$ cat config.mk
export PLATFORM = sky130hd
export DESIGN_NAME = user_cl_adder_stim
export DESIGN_NICKNAME = d
export VERILOG_FILES = /design/src/rtl/user_cl_pkg.sv /design/src/rtl/user_cl_lfsr8.sv /design/src/rtl/user_cl_adder_stim.sv
export SDC_FILE = /design/constraint.sdc
export NUM_CORES = 1
export LEC_CHECK = 0
export CORE_MARGIN = 2
export CORE_UTILIZATION = 51
export CTS_CLUSTER_SIZE = 12
export DETAILED_ROUTE_END_ITERATION = 10
export HOLD_SLACK_MARGIN = 0.1
export PLACE_DENSITY = 0.8
export SLEW_MARGIN = 20
export SYNTH_ARGS = -nofsm -noshare
export SYNTH_HDL_FRONTEND = slang
export SYNTH_SLANG_ARGS = --single-unit
$ cat constraint.sdc
create_clock -name clock -period 3.53 [get_ports clock]
set_input_delay 0.5295 -clock clock [delete_from_list [all_inputs] [get_ports clock]]
set_output_delay 0.5295 -clock clock [all_outputs]
set_load 0.05 [all_outputs]
$ cat src/rtl/user_cl_pkg.sv
// Shared constants for the CL adder traffic generator/checker.
// FSM encodings, LFSR taps and the default FIFO width.
package user_cl_pkg;

  localparam int DATA_WIDTH_DEF = 32;
  localparam int LFSR_W = 8;
  localparam logic [LFSR_W-1:0] LFSR_TAPS = 8'b1011_1000;

  localparam logic [1:0] IDLE = 2'd0;
  localparam logic [1:0] RUN  = 2'd1;
  localparam logic [1:0] DONE = 2'd2;

  function automatic logic [LFSR_W-1:0] lfsr_next(
    input logic [LFSR_W-1:0] l
  );
    return {l[LFSR_W-2:0], ^(l & LFSR_TAPS)};
  endfunction

endpackage

$ cat src/rtl/user_cl_lfsr8.sv
// 8-bit Fibonacci LFSR with seed load and advance enable.
// Load wins over advance.
import user_cl_pkg::*;

module user_cl_lfsr8 (
  input  logic              clock,
  input  logic              reset_n,
  input  logic              load,
  input  logic              adv,
  input  logic [LFSR_W-1:0] seed,
  output logic [LFSR_W-1:0] value
);

  // state register: seed on load, one step per advance
  always_ff @(posedge clock) begin
    if (!reset_n) value <= '0;
    else if (load) value <= seed;
    else if (adv) value <= lfsr_next(value);
  end

endmodule

$ cat src/rtl/user_cl_adder_stim.sv
// Host-side stimulus and checker for the CL adder FIFO pair.
// Issues LFSR operands, pops results, counts matches.
import user_cl_pkg::*;

module user_cl_adder_stim #(
  parameter int DATA_WIDTH     = DATA_WIDTH_DEF,
  parameter int TIMEOUT_CYCLES = 1024
) (
  input  logic                  clock,
  input  logic                  reset_n,
  input  logic                  start,
  input  logic [15:0]           num_ops,
  input  logic [7:0]            seed,
  input  logic                  in_full,
  output logic                  in_wr,
  output logic [DATA_WIDTH-1:0] in_dout,
  input  logic                  out_empty,
  output logic                  out_rd,
  input  logic [DATA_WIDTH-1:0] out_din,
  output logic                  busy,
  output logic                  done,
  output logic                  timeout,
  output logic [15:0]           pass_count,
  output logic [15:0]           err_count,
  output logic [15:0]           first_err_idx,
  output logic [DATA_WIDTH-1:0] first_err_data
);

  localparam int WD_W = $clog2(TIMEOUT_CYCLES + 1);

  logic [1:0]            state;
  logic [15:0]           ops;
  logic [15:0]           issued;
  logic [15:0]           checked;
  logic [WD_W-1:0]       wd;
  logic [LFSR_W-1:0]     g;
  logic [LFSR_W-1:0]     c;
  logic [LFSR_W-1:0]     seed_eff;
  logic [4:0]            nib_sum;
  logic [DATA_WIDTH-1:0] exp_word;
  logic                  accept;
  logic                  run;
  logic                  more_chk;
  logic                  pop;
  logic                  wd_hit;
  logic                  fin;
  logic                  issue;

  assign seed_eff = (seed == 8'h00) ? 8'h01 : seed;
  assign run      = (state == RUN);
  assign busy     = run;
  assign accept   = start && !run;
  assign more_chk = (checked < ops);
  assign pop      = run && more_chk && !out_empty && !out_rd;
  assign wd_hit   = run && more_chk && !pop &&
                    (wd == WD_W'(TIMEOUT_CYCLES - 1));
  assign fin      = run && !more_chk;
  assign issue    = run && !fin && !wd_hit &&
                    (issued < ops) && !in_full && !in_wr;
  assign nib_sum  = {1'b0, c[3:0]} + {1'b0, c[7:4]};
  assign exp_word = {{(DATA_WIDTH-5){1'b0}}, nib_sum};

  user_cl_lfsr8 u_gen (
    .clock   (clock),
    .reset_n (reset_n),
    .load    (accept),
    .adv     (issue),
    .seed    (seed_eff),
    .value   (g)
  );

  user_cl_lfsr8 u_chk (
    .clock   (clock),
    .reset_n (reset_n),
    .load    (accept),
    .adv     (pop),
    .seed    (seed_eff),
    .value   (c)
  );

  // FIFO strobes and operand word, one pulse at most every 2 cycles
  always_ff @(posedge clock) begin
    if (!reset_n) begin
      in_wr   <= 1'b0;
      out_rd  <= 1'b0;
      in_dout <= '0;
    end else begin
      in_wr  <= issue;
      out_rd <= pop;
      if (issue) in_dout <= {{(DATA_WIDTH-8){1'b0}}, g};
    end
  end

  // run control, watchdog and result bookkeeping
  always_ff @(posedge clock) begin
    if (!reset_n) begin
      state          <= IDLE;
      ops            <= '0;
      issued         <= '0;
      checked        <= '0;
      wd             <= '0;
      done           <= 1'b0;
      timeout        <= 1'b0;
      pass_count     <= '0;
      err_count      <= '0;
      first_err_idx  <= '0;
      first_err_data <= '0;
    end else if (accept) begin
      ops            <= num_ops;
      issued         <= '0;
      checked        <= '0;
      wd             <= '0;
      timeout        <= 1'b0;
      pass_count     <= '0;
      err_count      <= '0;
      first_err_idx  <= '0;
      first_err_data <= '0;
      done           <= (num_ops == 16'd0);
      state          <= (num_ops == 16'd0) ? DONE : RUN;
    end else if (run) begin
      wd <= pop ? '0 : wd + 1'b1;
      if (issue) issued <= issued + 16'd1;
      if (pop) begin
        checked <= checked + 16'd1;
        if (out_din == exp_word) begin
          if (pass_count != 16'hFFFF)
            pass_count <= pass_count + 16'd1;
        end else begin
          if (err_count != 16'hFFFF)
            err_count <= err_count + 16'd1;
          if (err_count == 16'd0) begin
            first_err_idx  <= checked;
            first_err_data <= out_din;
          end
        end
      end
      if (wd_hit) begin
        timeout <= 1'b1;
        done    <= 1'b1;
        state   <= DONE;
      end else if (fin) begin
        done  <= 1'b1;
        state <= DONE;
      end
    end
  end

endmodule

==> impl_table.tex, run 1 <==
\begin{tabular}{lr}
\hline
Metric & Value \\
\hline
\multicolumn{2}{l}{\textbf{Run status}} \\
Status & finished, final reports clean \\
\multicolumn{2}{l}{\textbf{Clock tree}} \\
H-tree Lvls & 4 \\
Number of sinks handled by clock tree synthesis & roughly 170 \\
Clock edge transition at the registers on the reported setup and hold paths & $\sim$70 ps \\
Hold-fix buffers, CTS & 0 \\
Max Buffers Root-to-Sink & 2 \\
CTS resizes & 0 \\
CTS tree & yes \\
CTS Root Buffer Type & clkbuf\_16 \\
Inserted Clock Buffers & 17 \\
Worst-skew pair later-pin latency & roughly 430 ps \\
Post-CTS setup-driven buffer insertion count & 0 \\
\multicolumn{2}{l}{\textbf{Timing}} \\
Peak Freq & 321 MHz \\
Final setup violation count & 0 \\
Max Transition Viols Final & 0 \\
Slew of the pin with the lowest slew margin & 773 ps \\
Clk\_skew & 10.1 ps \\
Post-route clock period utilization & 0.883 \\
Total Neg Setup Slack & 0 ps \\
Shortest clock period the worst path allows after layout & 3120 ps \\
Final Hold Fails & 0 \\
Relative slew slack & 0.481 \\
Unrepaired setup endpoints after global routing & false \\
\multicolumn{2}{l}{\textbf{Placement}} \\
Port Buffer Count & approximately 150 \\
Half-perimeter wire length after placement & between 10 and 15 mm \\
Post-Place Cells & about 1300 \\
Weighted congestion reported at the end of routability-driven placement & between 0.8 and 0.9 \\
\multicolumn{2}{l}{\textbf{GRT}} \\
Initial antenna violation count & 0 \\
Pin count of the biggest net entering global routing & $\sim$50 \\
Remaining global-route overflow & 0 \\
Global-route total usage across every layer & 0.244 \\
First-pass GRT wire length & 33.1 mm \\
Via count of the first global-routing pass & about 6800 \\
\multicolumn{2}{l}{\textbf{Yosys}} \\
Most common library cells after synthesis & 209 x nand2\_1, 168 x dfxtp\_1, 127 x a21oi\_1 \\
Cell accounting for the most synthesized area & dfxtp\_1 \\
Library cells used by synthesis & between 50 and 60 \\
Netlist Area Pre-Place & approximately 8100 um\^{}2 \\
Average instance area after synthesis & around 8 um\^{}2 \\
Fraction of registers with async set/reset & 0 \\
Fraction of the yosys area taken by sequential cells & 0.416 \\
\#FFs+latches synth & 168 \\
Synthesized netlist cell count & just over 1000 \\
Number of flops mapped to enable cells by yosys & 0 \\
Most instantiated flip-flop cell in the synthesis netlist & dfxtp\_1 \\
Number of synthesis warnings & 0 \\
Top-area cell type share of the netlist area & 0.416 \\
Most repeated cell in the gate-level netlist after synthesis & nand2\_1 \\
Top cells by area in the synthesized netlist & dfxtp\_1 42\%, nand2\_1 9.7\%, a21oi\_1 7.9\% \\
\multicolumn{2}{l}{\textbf{Die}} \\
Core Footprint & approximately 16000 um\^{}2 \\
Die area & 16900 um\^{}2 \\
Number of I/O pins & between 150 and 200 \\
Die X & between 100 and 150 um \\
Std-Cell Rows & 46 \\
DIE HEIGHT & 130 um \\
Initial core utilization & 0.516 \\
\multicolumn{2}{l}{\textbf{Final layout}} \\
Proportion of layout cells with a drive suffix above 1 & 0.0489 \\
Final cell count without fillers & $\sim$1400 \\
Fill cell count & $\sim$1300 \\
Antenna diodes & 0 \\
Final \#Nets & around 1300 \\
Area added between synthesis and finish & 27.8\% \\
\multicolumn{2}{l}{\textbf{Flow run}} \\
Number of maximum-capacitance violations & 0 \\
\multicolumn{2}{l}{\textbf{Worst setup path}} \\
Nature of the critical path endpoint & flip-flop \\
Kind of start point of the critical path & flip-flop \\
Critical Path Slowest Stage Cell & or4\_1 \\
Critical Setup Path Class & flip-flop to flip-flop \\
Most numerous cell on the critical path & buf\_4 \\
Delay of the slowest cell on the worst path & roughly 490 ps \\
Kind of cell with the highest combined delay on the critical path & simple AND/OR/NAND/NOR gates \\
CP bufs+invs & 3 \\
Startpoint of the worst register-to-register path & u\_chk.value[4] \\
Critical path arrival & 3480 ps \\
Critical path, cell by cell & ha\_1 -> inv\_1 -> fa\_1 -> xor2\_1 -> xnor2\_1 -> nor4\_1 -> buf\_4 -> and3\_1 -> or3\_1 -> buf\_4 -> or4\_1 -> a21oi\_1 \\
Critical Path Source & u\_chk.value[4] \\
WP data required & just under 4000 ps \\
Biggest fanout along the worst timing path & 16 \\
\multicolumn{2}{l}{\textbf{Route}} \\
Vias after detailed routing & roughly 7500 \\
DRT Pass-1 Iters & 6 \\
Wirelength per Cell & about 15 um \\
Number of vias per cell & 5.45 \\
Count of antenna-violating nets left after detailed routing & 0 \\
DR DRC count & 0 \\
Overall routed net length & 20.8 mm \\
Detailed router's first-iteration violation count & $\sim$490 \\
\multicolumn{2}{l}{\textbf{Power}} \\
Worst VDD drop & around 370 uV \\
Total power per unit cell area & approximately 420 nW/um\^{}2 \\
Overall power consumption & around 0.0044 W \\
Static leakage power & between 3 and 4 nW \\
\multicolumn{2}{l}{\textbf{Worst hold path}} \\
Hold Startpoint & first\_err\_data[6] \\
Path class of the lowest-slack min-delay path & flip-flop to flip-flop \\
\hline
\end{tabular}
## stage by stage
stage / hold slack, ps / worst slack, ps / area (um^2) / utilization
after floorplan: 436 / 754 / 8170 / -
after global placement: 440 / 469 / 9740 / 0.622
after detailed placement: 447 / 419 / 9740 / 0.622
after CTS: 457 / 406 / 10300 / 0.660
after global routing: 471 / 211 / 10300 / 0.660
final: 455 / 414 / 10300 / 0.660
## path summary, 6_finish.rpt
path / to / slack, ps / depth (start not counted)
setup / recovery: err_count[14] / 410 / 12
hold / removal: first_err_data[6] / 460 / 2
setup reg to reg: err_count[14] / 410 / 12
hold reg to reg: first_err_data[6] / 460 / 2
## worst register-to-register path, cell delays in order, from the launching register on
cell	delay (ps)
dfxtp_1	380
ha_1	180
inv_1	50
fa_1	390
xor2_1	220
xnor2_1	150
nor4_1	70
buf_4	140
and3_1	260
or3_1	370
buf_4	200
or4_1	490
a21oi_1	160
## area by class of cell
class	count	area, um^2	share of cell area
multi-input cells	761	4310	0.417
clock inverters	13	148	0.0143
inverters	34	128	0.0124
clock buffers	19	443	0.0429
well taps	216	270	0.0262
flip-flops and latches	168	3360	0.326
repair buffers	170	1670	0.162
## metal layers
metal	wire length (um)	GRT usage
met1	9170	0.325
met2	9810	0.393
met3	1370	0.0574
met4	411	0.0797
met5	0	0
## cells by family (layout without fill, tap and decap cells)
logic type,Yosys count,in the layout,synth area share
buffers and inverters,107,236,0.0632
XOR/XNOR,45,45,0.0488
flip-flops,168,168,0.416
multiplexers,8,8,0.00991
adder cells (fa/ha/maj),41,41,0.0644
AO/OA/AOI/OAI,206,206,0.143
other,1,24,0.000464
AND/OR/NAND/NOR,437,437,0.254
## sequential cells by signal (all words and copies together), names as in the netlist
signal and count:
checked 16, done 1, err_count 16, first_err_data 32
first_err_idx 16, in_dout 8, in_wr 1, issued 16
ops 16, out_rd 1, pass_count 16, state 1
timeout 1, u_chk.value 8, u_gen.value 8, wd 11
## where the power goes
group          internal, W  switching [W]  leakage [nW]  total, W
combinational     0.000185       0.000339          1.93  0.000524
sequential         0.00194      0.0000300          1.36   0.00197
clock              0.00107       0.000795         0.276   0.00186
total              0.00319        0.00116          3.56   0.00435
## cell usage in the layout (no fill, tap or decap), types with 3 or more instances in the layout
| master | n |
|---|---|
| nand2_1 | 208 |
| dfxtp_1 | 168 |
| clkdlybuf4s50_1 | 153 |
| a21oi_1 | 127 |
| nor2_1 | 62 |
| ha_1 | 40 |
| o21ai_0 | 38 |
| inv_1 | 34 |
| xnor2_1 | 32 |
| nand3_1 | 31 |
| nand4_1 | 25 |
| nor4_1 | 25 |
| conb_1 | 24 |
| or3_1 | 23 |
| nor3_1 | 18 |
| clkbuf_16 | 17 |
| buf_4 | 16 |
| xor2_1 | 13 |
| and3_1 | 10 |
| or4_1 | 10 |
| mux2i_1 | 8 |
| a31oi_1 | 7 |
| o31ai_1 | 6 |
| nand2b_1 | 4 |
| o211ai_1 | 4 |
| and2_1 | 4 |
| and4_1 | 4 |
| clkinvlp_4 | 4 |
| clkinv_4 | 4 |
| nor4_2 | 3 |
| a211oi_1 | 3 |
| a21o_1 | 3 |
(Power assumes the default switching activity.)
==> inputs of run 2 (changes only) <==
--- a/config.mk
+++ b/config.mk
@@ -9,6 +9,7 @@
 export CORE_UTILIZATION = 51
 export CTS_CLUSTER_SIZE = 12
 export DETAILED_ROUTE_END_ITERATION = 10
+export GPL_TIMING_DRIVEN = 0
 export HOLD_SLACK_MARGIN = 0.1
 export PLACE_DENSITY = 0.8
 export SLEW_MARGIN = 20
==> impl_table.tex, run 2 (synthesized netlist as in run 1, its figures left out) <==
\begin{tabular}{lr}
\hline
Metric & Value \\
\hline
\multicolumn{2}{l}{\textbf{Worst setup path}} \\
Endpoint of the worst setup timing path & issued[0] \\
Nature of the critical path endpoint & flip-flop \\
Capture instance of the worst register-to-register path & issued[0] \\
Delay of the slowest cell on the worst path & 790 ps (+300 ps) \\
Critical path, cell by cell & ha\_1 -> a21oi\_1 -> nor2\_1 -> nor4\_2 -> o211ai\_2 -> nor3\_1 -> buf\_2 -> xnor2\_1 -> nor2\_1 \\
CP bufs+invs & 1 (-2) \\
Critical Setup Path Class & flip-flop to flip-flop \\
Worst reg-to-reg path cell count & 9 (-3) \\
Logic depth of the worst path, buffers included & 9 (-3) \\
Biggest fanout along the worst timing path & 10 (-6) \\
Startpoint of the worst register-to-register path & checked[11] \\
Critical Path Source & checked[11] \\
Most numerous cell on the critical path & nor2\_1 \\
Kind of start point of the critical path & flip-flop \\
Slack of the worst reg-to-reg path & 290 ps (-130 ps) \\
Critical path arrival & 3540 ps (+60 ps) \\
WP data required & 3820 ps (-70 ps) \\
Kind of cell with the highest combined delay on the critical path & simple AND/OR/NAND/NOR gates \\
Critical Path Slowest Stage Cell & nor3\_1 \\
\multicolumn{2}{l}{\textbf{Flow run}} \\
Number of maximum-capacitance violations & 0 (unchanged) \\
\multicolumn{2}{l}{\textbf{Placement}} \\
Weighted congestion reported at the end of routability-driven placement & 0.981 (+12\%) \\
Port Buffer Count & 153 (unchanged) \\
Post-Place Cells & 1405 (+4.2\%) \\
Placement-stage worst setup slack & -161 ps (-580 ps) \\
Half-perimeter wire length after placement & 16.5 mm (+12\%) \\
\multicolumn{2}{l}{\textbf{GRT}} \\
Initial antenna violation count & 0 (unchanged) \\
Pin count of the biggest net entering global routing & 17 (-65\%) \\
Global-route total usage across every layer & 0.256 (+0.0116) \\
First-pass GRT wire length & 34.1 mm (+3.1\%) \\
Remaining global-route overflow & 0 (unchanged) \\
Via count of the first global-routing pass & 6995 (+3.0\%) \\
\multicolumn{2}{l}{\textbf{Clock tree}} \\
CTS resizes & 0 (unchanged) \\
Worst-skew pair later-pin latency & 440 ps (about the same) \\
Max Buffers Root-to-Sink & 2 (unchanged) \\
H-tree Lvls & 4 (unchanged) \\
Number of sinks handled by clock tree synthesis & 168 (unchanged) \\
CTS tree & yes \\
CTS Root Buffer Type & clkbuf\_16 \\
Hold-fix buffers, CTS & 0 (unchanged) \\
Inserted Clock Buffers & 17 (unchanged) \\
Clock edge transition at the registers on the reported setup and hold paths & 60 ps (about the same) \\
Post-CTS setup-driven buffer insertion count & 0 (unchanged) \\
\multicolumn{2}{l}{\textbf{Route}} \\
DR DRC count & 0 (unchanged) \\
Number of vias per cell & 5.43 (-0.24\%) \\
DRT Pass-1 Iters & 8 (+2) \\
Detailed router's first-iteration violation count & 547 (+11\%) \\
Overall routed net length & 21.8 mm (+4.9\%) \\
Count of antenna-violating nets left after detailed routing & 0 (unchanged) \\
Vias after detailed routing & 7801 (+3.7\%) \\
Wirelength per Cell & 15.2 um (+0.85\%) \\
\multicolumn{2}{l}{\textbf{Power}} \\
Proportion of power drawn by flip-flops and latches & 0.455 (+0.003) \\
Share of power burned in combinational logic & 0.130 (+0.010) \\
Proportion of total power due to net switching & 0.265 (-0.00274) \\
Overall power consumption & 0.00432 W (-0.69\%) \\
Static leakage power & 3.68 nW (+3.3\%) \\
Power spent charging and discharging nets & 0.00114 W (-1.7\%) \\
Total power per unit cell area & 410 nW/um\^{}2 (-2.7\%) \\
Portion of total power attributed to the clock network & 0.415 (-0.013) \\
Int Pwr & 0.00318 W (-0.32\%) \\
Worst VDD drop & 349 uV (-5.1\%) \\
\multicolumn{2}{l}{\textbf{Final layout}} \\
Most common library cell in the layout ignoring fill and taps & nand2\_1 \\
Sequential cell area in the final layout & 3360 um\^{}2 (unchanged) \\
Area added between synthesis and finish & 30.5\% \\
Register with the most flip-flops & first\_err\_data \\
Final \#Nets & 1309 (+4.4\%) \\
Final cell count without fillers & 1436 (+4.0\%) \\
Proportion of layout cells with a drive suffix above 1 & 0.0590 (+0.0101) \\
Antenna diodes & 0 (unchanged) \\
Most frequent cells in the layout & 209 x nand2\_1, 168 x dfxtp\_1, 153 x clkdlybuf4s50\_1 \\
Flip-flop count of the largest register, all copies and words added & 32 (unchanged) \\
Area taken by multi-input logic gates & 4300 um\^{}2 (about the same) \\
Fill cell count & 1287 (-0.85\%) \\
\multicolumn{2}{l}{\textbf{Worst hold path}} \\
Path class of the lowest-slack min-delay path & flip-flop to flip-flop \\
\multicolumn{2}{l}{\textbf{Timing}} \\
Relative slew slack & 0.410 (-0.0702) \\
Slew of the pin with the lowest slew margin & 878 ps (+105 ps) \\
Unrepaired setup endpoints after global routing & false \\
Worst hold slack across all endpoints & 452 ps (-2.81 ps) \\
Final Hold Fails & 0 (unchanged) \\
Post-route clock period utilization & 0.918 (+0.0357) \\
Shortest clock period the worst path allows after layout & 3240 ps (+126 ps) \\
Final setup violation count & 0 (unchanged) \\
Clk\_skew & 7.00 ps (-3.05 ps) \\
Peak Freq & 308 MHz (-3.9\%) \\
Max Transition Viols Final & 0 (unchanged) \\
Final worst setup slack & 288 ps (-126 ps) \\
\multicolumn{2}{l}{\textbf{Run status}} \\
Status & finished, final reports clean \\
\multicolumn{2}{l}{\textbf{Die}} \\
Core Footprint & 15700 um\^{}2 (unchanged) \\
Die area & 16900 um\^{}2 (unchanged) \\
DIE HEIGHT & 130 um (unchanged) \\
Number of I/O pins & 178 (unchanged) \\
Std-Cell Rows & 46 (unchanged) \\
Die X & 130 um (unchanged) \\
Initial core utilization & 0.516 (unchanged) \\
\hline
\end{tabular}
[run 2: cell count changes in the layout (fill, tap and decap cells not counted), sizes merged]
cell | previous run | this run
buf | 17 | 34
clkbuf | 19 | 58
inv | 36 | 34
clkinv | 5 | 7
clkinvlp | 4 | 3
[run 2: worst min-delay path by stage]
| stage | startpoint | end | slack, ps | depth (start not counted) |
|---|---|---|---|---|
| after floorplan | ops[10] | ops[10] | 440 | 2 |
| after global placement | first_err_data[5] | first_err_data[5] | 440 | 2 |
| after detailed placement | first_err_data[2] | first_err_data[2] | 450 | 2 |
| after CTS | ops[10] | ops[10] | 460 | 2 |
| after global routing | first_err_data[26] | first_err_data[26] | 470 | 2 |
| final | first_err_data[14] | first_err_data[14] | 450 | 2 |
[run 2: layout make-up]
class,count,area share
Multi-Input combinational cell,761,0.408
Sequential cell,168,0.319
Timing Repair Buffer,153,0.145
Clock buffer,20,0.0414
Buffer,72,0.0360
Tap cell,216,0.0256
Clock inverter,12,0.0122
Inverter,34,0.0121
[run 2: power groups by stage]
stage                     Combinational (W)  Clock (W)  Sequential [W]
after floorplan                    0.000325          0         0.00204
after global placement             0.000547          0         0.00201
after detailed placement           0.000552          0         0.00201
after CTS                          0.000555    0.00181         0.00197
after global routing               0.000608    0.00189         0.00197
final                              0.000561    0.00179         0.00197
[run 2: worst min-delay path, stage by stage, from the launching register on]
cell     delay, ps
dfxtp_1        310
nand2_1         50
a21oi_1         50
[run 2: metrics by stage]
step	TNS, ps	util	instance area, um^2
finish	0	0.673	10500
global route	0	0.673	10500
CTS	0	0.673	10500
detailed placement	-4800	0.637	9970
global placement	-3180	0.637	9970
floorplan	0	-	8170
[run 2: per-layer routing]
metal,up-vias,routed length (um),track usage
met5,-,0,0
met4,0,346,0.0708
met3,34,1440,0.0636
met2,310,10200,0.425
met1,3579,9770,0.333
li1,3878,-,-
